[config.mk]
export PLATFORM = sky130hd
export DESIGN_NAME = ascon_sequencer
export DESIGN_NICKNAME = d
export VERILOG_FILES = /design/src/rtl/ascon_sequencer.sv
export SDC_FILE = /design/constraint.sdc
export NUM_CORES = 1
export LEC_CHECK = 0
export ABC_AREA = 1
export BUFFER_PORTS_ARGS = -buffer_cell sky130_fd_sc_hd__buf_4
export CORE_MARGIN = 1
export CORE_UTILIZATION = 40
export CTS_CLUSTER_DIAMETER = 100
export CTS_CLUSTER_SIZE = 40
export DETAILED_ROUTE_END_ITERATION = 6
export PLACE_DENSITY_LB_ADDON = 0.05
export SLEW_MARGIN = 20
export SYNTH_ARGS = -nofsm -noshare
export SYNTH_HDL_FRONTEND = slang
export SYNTH_SLANG_ARGS = --single-unit
export TNS_END_PERCENT = 1
[constraint.sdc]
create_clock -name clk -period 2.1 [get_ports clk]
set_input_delay 0.105 -clock clk [delete_from_list [all_inputs] [get_ports clk]]
set_output_delay 0.105 -clock clk [all_outputs]
set_load 0.005 [all_outputs]
[src/rtl/ascon_sequencer.sv]
// Ascon permutation sequencer: one operation per start, s_init 1 cycle after start, first round 2 cycles after.
// Outputs registered except s_absorb; stalls in ABS until blk_valid and in SQZ until out_ready; start ignored while busy.
module ascon_sequencer #(
    parameter int ROUNDS_A        = 12,
    parameter int ROUNDS_B        = 8,
    parameter int HASH_OUT_BLOCKS = 4
) (
    input  logic       clk,
    input  logic       rst_n,
    input  logic [2:0] operation_mode,
    input  logic       start,
    input  logic       blk_valid,
    input  logic       blk_last,
    input  logic       out_ready,
    output logic       busy,
    output logic       s_init,
    output logic       perm_en,
    output logic [3:0] round_idx,
    output logic       key_xor_init,
    output logic       key_xor_final,
    output logic       blk_ready,
    output logic       s_absorb,
    output logic       out_valid,
    output logic       done,
    output logic       err
);

    typedef enum logic [2:0] {
        S_IDLE, S_INIT, S_PERM, S_KEYI, S_ABS, S_KEYF, S_SQZ, S_FIN
    } state_t;

    // What follows the current permutation.
    typedef enum logic [1:0] {
        PH_INIT, PH_DATA, PH_SQZ
    } phase_t;

    localparam logic [3:0] IDX_A    = 4'(12 - ROUNDS_A);
    localparam logic [3:0] IDX_B    = 4'(12 - ROUNDS_B);
    localparam logic [3:0] IDX_LAST = 4'd11;
    localparam logic [3:0] N_OUT    = 4'(HASH_OUT_BLOCKS);

    state_t     r_state;
    phase_t     r_phase;
    logic [2:0] r_mode;
    logic [3:0] r_round_idx;
    logic [3:0] r_out_cnt;
    logic       r_busy;
    logic       r_s_init;
    logic       r_perm_en;
    logic       r_key_xor_init;
    logic       r_key_xor_final;
    logic       r_blk_ready;
    logic       r_out_valid;
    logic       r_done;
    logic       r_err;

    state_t     w_nxt_state;
    phase_t     w_nxt_phase;
    logic [2:0] w_nxt_mode;
    logic [3:0] w_nxt_idx;
    logic [3:0] w_nxt_out_cnt;
    logic       w_nxt_err;
    logic       w_aead;
    logic       w_hs;
    logic [3:0] w_cnt_inc;

    assign w_aead    = (r_mode == 3'd1) || (r_mode == 3'd2);
    assign w_hs      = blk_valid & r_blk_ready;
    assign w_cnt_inc = r_out_cnt + 4'd1;

    always_comb begin
        w_nxt_state   = r_state;
        w_nxt_phase   = r_phase;
        w_nxt_mode    = r_mode;
        w_nxt_idx     = 4'd0;
        w_nxt_out_cnt = r_out_cnt;
        w_nxt_err     = 1'b0;
        case (r_state)
            S_IDLE: begin
                if (start) begin
                    if (operation_mode >= 3'd6) begin
                        w_nxt_err = 1'b1;
                    end else if (operation_mode != 3'd0) begin
                        w_nxt_mode    = operation_mode;
                        w_nxt_out_cnt = 4'd0;
                        w_nxt_state   = S_INIT;
                    end
                end
            end
            S_INIT: begin
                w_nxt_state = S_PERM;
                w_nxt_phase = PH_INIT;
                w_nxt_idx   = IDX_A;
            end
            // Every permutation ends on round index 11; only its start index differs.
            S_PERM: begin
                if (r_round_idx == IDX_LAST) begin
                    case (r_phase)
                        PH_INIT: w_nxt_state = w_aead ? S_KEYI : S_ABS;
                        PH_DATA: w_nxt_state = S_ABS;
                        default: w_nxt_state = S_SQZ;
                    endcase
                end else begin
                    w_nxt_idx = r_round_idx + 4'd1;
                end
            end
            S_KEYI: w_nxt_state = S_ABS;
            S_ABS: begin
                if (w_hs) begin
                    if (blk_last && w_aead) begin
                        w_nxt_state = S_KEYF;
                    end else begin
                        w_nxt_state = S_PERM;
                        w_nxt_phase = blk_last ? PH_SQZ : PH_DATA;
                        w_nxt_idx   = (w_aead && !blk_last) ? IDX_B : IDX_A;
                    end
                end
            end
            S_KEYF: begin
                w_nxt_state = S_PERM;
                w_nxt_phase = PH_SQZ;
                w_nxt_idx   = IDX_A;
            end
            S_SQZ: begin
                if (out_ready) begin
                    if (w_aead) begin
                        w_nxt_state = S_FIN;
                    end else begin
                        w_nxt_out_cnt = w_cnt_inc;
                        if (w_cnt_inc < N_OUT) begin
                            w_nxt_state = S_PERM;
                            w_nxt_phase = PH_SQZ;
                            w_nxt_idx   = IDX_A;
                        end else begin
                            w_nxt_state = S_FIN;
                        end
                    end
                end
            end
            S_FIN:   w_nxt_state = S_IDLE;
            default: w_nxt_state = S_IDLE;
        endcase
    end

    // Strobes are decoded from the next state so they line up with the state they describe.
    always_ff @(posedge clk or negedge rst_n) begin
        if (!rst_n) begin
            r_state         <= S_IDLE;
            r_phase         <= PH_INIT;
            r_mode          <= 3'd0;
            r_round_idx     <= 4'd0;
            r_out_cnt       <= 4'd0;
            r_busy          <= 1'b0;
            r_s_init        <= 1'b0;
            r_perm_en       <= 1'b0;
            r_key_xor_init  <= 1'b0;
            r_key_xor_final <= 1'b0;
            r_blk_ready     <= 1'b0;
            r_out_valid     <= 1'b0;
            r_done          <= 1'b0;
            r_err           <= 1'b0;
        end else begin
            r_state         <= w_nxt_state;
            r_phase         <= w_nxt_phase;
            r_mode          <= w_nxt_mode;
            r_round_idx     <= w_nxt_idx;
            r_out_cnt       <= w_nxt_out_cnt;
            r_busy          <= (w_nxt_state != S_IDLE);
            r_s_init        <= (w_nxt_state == S_INIT);
            r_perm_en       <= (w_nxt_state == S_PERM);
            r_key_xor_init  <= (w_nxt_state == S_KEYI);
            r_key_xor_final <= (w_nxt_state == S_KEYF);
            r_blk_ready     <= (w_nxt_state == S_ABS);
            r_out_valid     <= (w_nxt_state == S_SQZ);
            r_done          <= (w_nxt_state == S_FIN);
            r_err           <= w_nxt_err;
        end
    end

    assign busy          = r_busy;
    assign s_init        = r_s_init;
    assign perm_en       = r_perm_en;
    assign round_idx     = r_round_idx;
    assign key_xor_init  = r_key_xor_init;
    assign key_xor_final = r_key_xor_final;
    assign blk_ready     = r_blk_ready;
    assign s_absorb      = blk_valid & r_blk_ready;
    assign out_valid     = r_out_valid;
    assign done          = r_done;
    assign err           = r_err;

endmodule

Word level (Yosys, flattened, before mapping)
Index checks and enable logic that the tools add are counted.
{"block": "word_totals", "regBits": 25, "wordCells": 93, "inputBits": 9, "output_inout_bits": 14}
{"block": "classes", "reduce_logical": 14, "magnitude_cmp": 2, "n_addsub": 2, "n_eq_ne": 26, "bitwise_logic": 2, "muxes": 33}
{"cell": "2-to-1 mux 3 bit", "n": 13}
{"cell": "equality test 3 bit, second input constant", "n": 8}
{"cell": "2-to-1 mux 4 bit", "n": 6}
{"cell": "case mux 3 bit (7 select lines)", "n": 1}
{"cell": "!= test 2 bit, second input constant", "n": 8}
{"cell": "case mux 4 bit (2 select lines)", "n": 2}
{"cell": "equality test 3 x 2 -> 1 bit, second input constant", "n": 5}
{"cell": "2-to-1 mux 2 bit", "n": 6}
{"cell": "AND reduction 6 bit", "n": 2}
{"cell": "equality test 3 x 1 -> 1 bit, second input constant", "n": 3}
{"cell": "adder 4 x 1 -> 4 bit, second input constant", "n": 2}
{"cell": "case mux 2 bit (4 select lines)", "n": 1}
{"cell": "case mux 3 bit (2 select lines)", "n": 1}
{"cell": "nonzero test 3 bit", "n": 2}
{"cell": "equality test 4 bit, second input constant", "n": 1}
{"cell": "less-than comparator 4 x 3 -> 1 bit, second input constant", "n": 1}
{"cell": "AND reduction 4 bit", "n": 1}
{"cell": "nonzero test 4 bit", "n": 1}
{"cell": ">= comparator 3 bit, second input constant", "n": 1}
{"cell": "zero test 3 bit", "n": 1}
{"cell": "2-to-1 mux 1 bit", "n": 3}
{"cell": "equality test 2 x 1 -> 1 bit, second input constant", "n": 1}
{"cell": "logical AND 1 bit", "n": 2}
{"cell": "zero test 2 bit", "n": 1}
{"cell": "6 further kinds", "n": 6}

Depth between registers and ports, before layout
{"block": "depth", "word_depth": 7, "mapped_depth": 10, "depth_no_buf": 10}

Least setup slack after synthesis
Ideal clock, no wire load.
{"block": "synth_timing", "path_type": "reg-to-reg", "startpoint": "register r_out_cnt[0]", "endpoint": "register r_busy (netlist: busy)", "path_buffers": 0, "stages_incl_launch_ff": 10, "arrival_time_ns": 1.277, "required_ns": 1.972, "synth_period_minus_slack_ns": 1.406, "slack_ns": 0.694, "setup_ns": 0.128, "path_cell_list": "dfrtp_1 -> ha_1 -> inv_1 -> nand2_1 -> nand2_1 -> nand3_2 -> o21ai_2 -> nand2_2 -> nor2_4 -> nand3_1"}
{"block": "synth_between", "elab_chain_len": 7}
{"element": "start: declaration", "line": "46", "source": "logic [3:0] r_out_cnt;"}
{"element": "start signal: assignment", "line": "167", "source": "r_out_cnt <= w_nxt_out_cnt;"}
{"element": "adder 4 x 1 -> 4 bit", "line": "69", "source": "assign w_cnt_inc = r_out_cnt + 4'd1;"}
{"element": "less-than comparator 4 x 3 -> 1 bit", "line": "130", "source": "if (w_cnt_inc < N_OUT) begin"}
{"element": "2-to-1 mux 3 bit", "line": "130"}
{"element": "2-to-1 mux 3 bit", "line": "126", "source": "if (w_aead) begin"}
{"element": "2-to-1 mux 3 bit", "line": "125", "source": "if (out_ready) begin"}
{"element": "case mux 3 bit (7 select lines)", "line": "78", "source": "case (r_state)"}
{"element": "nonzero test 3 bit", "line": "168", "source": "r_busy <= (w_nxt_state != S_IDLE);"}
{"element": "end signal: assignment", "line": "168"}
{"element": "end: declaration", "line": "47", "source": "logic r_busy;"}
Every way passes these cells.
A chain may end at the register's enable or synchronous reset.

Worst setup path in the final report
Ends and elaborated chain as after synthesis.

==> flow_summary.yaml <==
clocking:
  cts_buffer_depth: 2
  cts_tree: "yes"
  clk_pin_slew_worst_paths_ns: 0.13
  cts_setup_buffers: 0
  clock-sinks: 25
  cts_max_level: 1
  cts_resized: 0
  clkLatencyLatePin_ns: 0.31
  clock-root-buffer: "clkbuf_4"
  cts_inserted_buffers: 3
setup_path:
  cp-end-kind: "flip-flop"
  cp.required_ns: 2.30
  crit_arrival_ns: 1.77
  crit_type: "reg -> reg"
  cp_max_fo: 5
  worstSetupStartpoint: "r_out_cnt[0]"
  worstReg2RegStart: "r_out_cnt[0]"
  startpoint_type: "flip-flop"
power:
  clkPwrFrac: 0.130
  power.density_nw_per_um2: 1090
  swShare: 0.413
  internal_power_uw: 971
  leakage_uw: 0.000857
  power_uw: 1650
  seq_power_share: 0.425
  p_comb_frac: 0.445
  switching_power_uw: 682
  ir_drop_mv: 0.570
yosys:
  syn_area_per_cell_um2: 8.17
  synth_fp_nets: 164
  synthTopCellsByArea: "dfrtp_1 (50%), nand2_1 (11%), inv_1 (7.5%), nor2_1 (4.5%), nand3_1 (4.4%)"
  ys_warn_count: 0
  netlist_instances: 153
  synth_seq_area_share: 0.501
  synth_top_area_cell: "dfrtp_1"
  ys_types: 21
  syn_area_um2: 1250
  synth.top_cell.area_share: 0.501
  synth_seq_cells: 25
cells_and_area:
  finalNonFillerCells: 214
  postLayoutCellArea_um2: 1520
  layout.nets: 195
  postLayoutCoreUtil: 0.533
  layout-drive-gt1-share: 0.251
  diodes: 0
  area_growth_pct: 21.6
sta:
  setup_viol: 0
  skew_ns: 0.000561
  fmax_ghz: 0.640
  period_needed_ns: 1.56
  worst_pin_slew_ns: 0.315
  finalCritPeriodShare: 0.744
  slew_violations: 0
  setup_tns_ns: 0
  slew_headroom: 0.790
  rsz0062_at_grt: "false"
  hold_viol: 0
detailed_routing:
  drt-pass1-iter-count: 6
  totalWireLength_um: 2440
  drcViolationCount: 2
  first_iter_violations: 23
  antenna_left: 0
  wl_per_cell_um: 11.4
  vias: 1030
  via_per_inst: 4.81
floorplanning:
  initial_utilization: 0.438
  die_w_um: 57.9
  num_rows: 19
  ios: 23
  die_h_um: 57.9
  core_um2: 2850
  die_area_um2: 3350
placement:
  place_inst: 206
  place_hpwl_um: 1870
  dpl_cell_area_um2: 1450
  numPortBuffers: 22
  gp_congestion: 0.809
global_route:
  grt-ovfl-total: 0
  grt_pass1_vias: 1006
  grt_first_pass_wirelength_um: 4330
  grt_antenna_before_repair: 0
  grt_max_degree: 26
  grt_use_total: 0.169
status:
  violations: "design-rule violations"
  status: "finished with violations"
job:
  maxCapViolations: 0
hold_path:
  hold_start: "start"
  min_path_type: "in -> reg"
-- path summary, 6_finish.rpt --
path	depth (start not counted)	end	slack (ns)
max reg2reg	9	busy	0.54
min reg2reg	1	round_idx[0]	0.49
max in group asynchronous	2	r_state[1]	1.65
max	9	busy	0.54
min	2	err	0.06
min in group asynchronous	2	round_idx[3]	0.21
-- critical path, cell delays in order (launching register included) --
cell and delay, ns:
dfrtp_1 0.44, ha_1 0.22, inv_1 0.05, nand2_1 0.04, nand2_1 0.09, nand3_2 0.10, o21ai_0 0.16, nand3_1 0.11
nor2_1 0.14, nand3_1 0.09
-- kinds of logic (layout without fill, tap and decap cells) --
family | after synthesis | count (layout) | share of synthesized area
flops | 25 | 25 | 0.501
compound gates | 11 | 11 | 0.0531
simple gates | 83 | 83 | 0.322
buf+inv | 30 | 60 | 0.0901
fa+ha+maj | 2 | 2 | 0.0200
xor+xnor | 2 | 2 | 0.0140
-- per-layer routing --
| metal | vias up | part of all wire | GRT usage |
|---|---|---|---|
| met3 | 2 | 0.032 | 0.0201 |
| li1 | 535 | - | - |
| met2 | 19 | 0.47 | 0.274 |
| met4 | 0 | 0.0070 | 0.0748 |
| met5 | - | 0 | 0 |
| met1 | 474 | 0.49 | 0.227 |
-- synthesized netlist by cell type (all sizes together) --
library cell	number
nand2	39
inv	30
dfrtp	25
nor2	20
nand3	16
o21ai	9
nor3	4
nand4	3
ha	2
nor3b	1
o22ai	1
o31ai	1
xnor2	1
xor2	1
-- flip-flops by register name, indices dropped and copies added (netlist names) --
signal	count
round_idx	4
r_phase	2
key_xor_final	1
r_out_cnt	4
done	1
busy	1
perm_en	1
s_init	1
r_mode	3
out_valid	1
r_state	3
key_xor_init	1
blk_ready	1
err	1
-- metrics by stage --
step / hold slack, ns / setup WS [ns]
finish: 0.0582 / 0.537
global route: 0.0371 / 0.392
CTS: 0.00204 / 0.508
detailed placement: 0.0290 / 0.539
global placement: 0.0247 / 0.532
floorplan: -0.191 / 0.694
-- area by class of cell --
| class | instances | area [um^2] |
|---|---|---|
| Inverter | 30 | 113 |
| Timing Repair Buffer | 26 | 205 |
| Multi-Input combinational cell | 98 | 512 |
| Sequential cell | 25 | 626 |
| Clock buffer | 4 | 26.3 |
| Tap cell | 31 | 38.8 |
| Fill cell | 278 | 1330 |
-- placed cells by master (no fill, tap or decap), types with 2 or more instances in the layout --
| cell type | count |
|---|---|
| nand2_1 | 36 |
| inv_1 | 25 |
| dfrtp_1 | 25 |
| buf_4 | 22 |
| nor2_1 | 15 |
| nand3_1 | 11 |
| o21ai_0 | 7 |
| inv_2 | 5 |
| nand3_2 | 5 |
| nor2_2 | 4 |
| dlygate4sd3_1 | 4 |
| nand4_1 | 3 |
| nor3_1 | 3 |
| nand2_2 | 3 |
| clkbuf_4 | 3 |
| o21ai_2 | 2 |
| ha_1 | 2 |
-- power by group through the flow --
stage / clock, uW / sequential [uW] / combinational, uW
after floorplan: 0 / 703 / 503
after global placement: 0 / 709 / 735
after detailed placement: 0 / 714 / 733
after CTS: 227 / 704 / 744
after global routing: 246 / 720 / 839
final: 215 / 703 / 736
-- repair_timing --
item | CTS | global route
endpoints found under the hold margin | 27 | 1
setup endpoints to repair | 0 | 0
hold buffers | 3 | 1
Power figures use the tool's default switching activity.
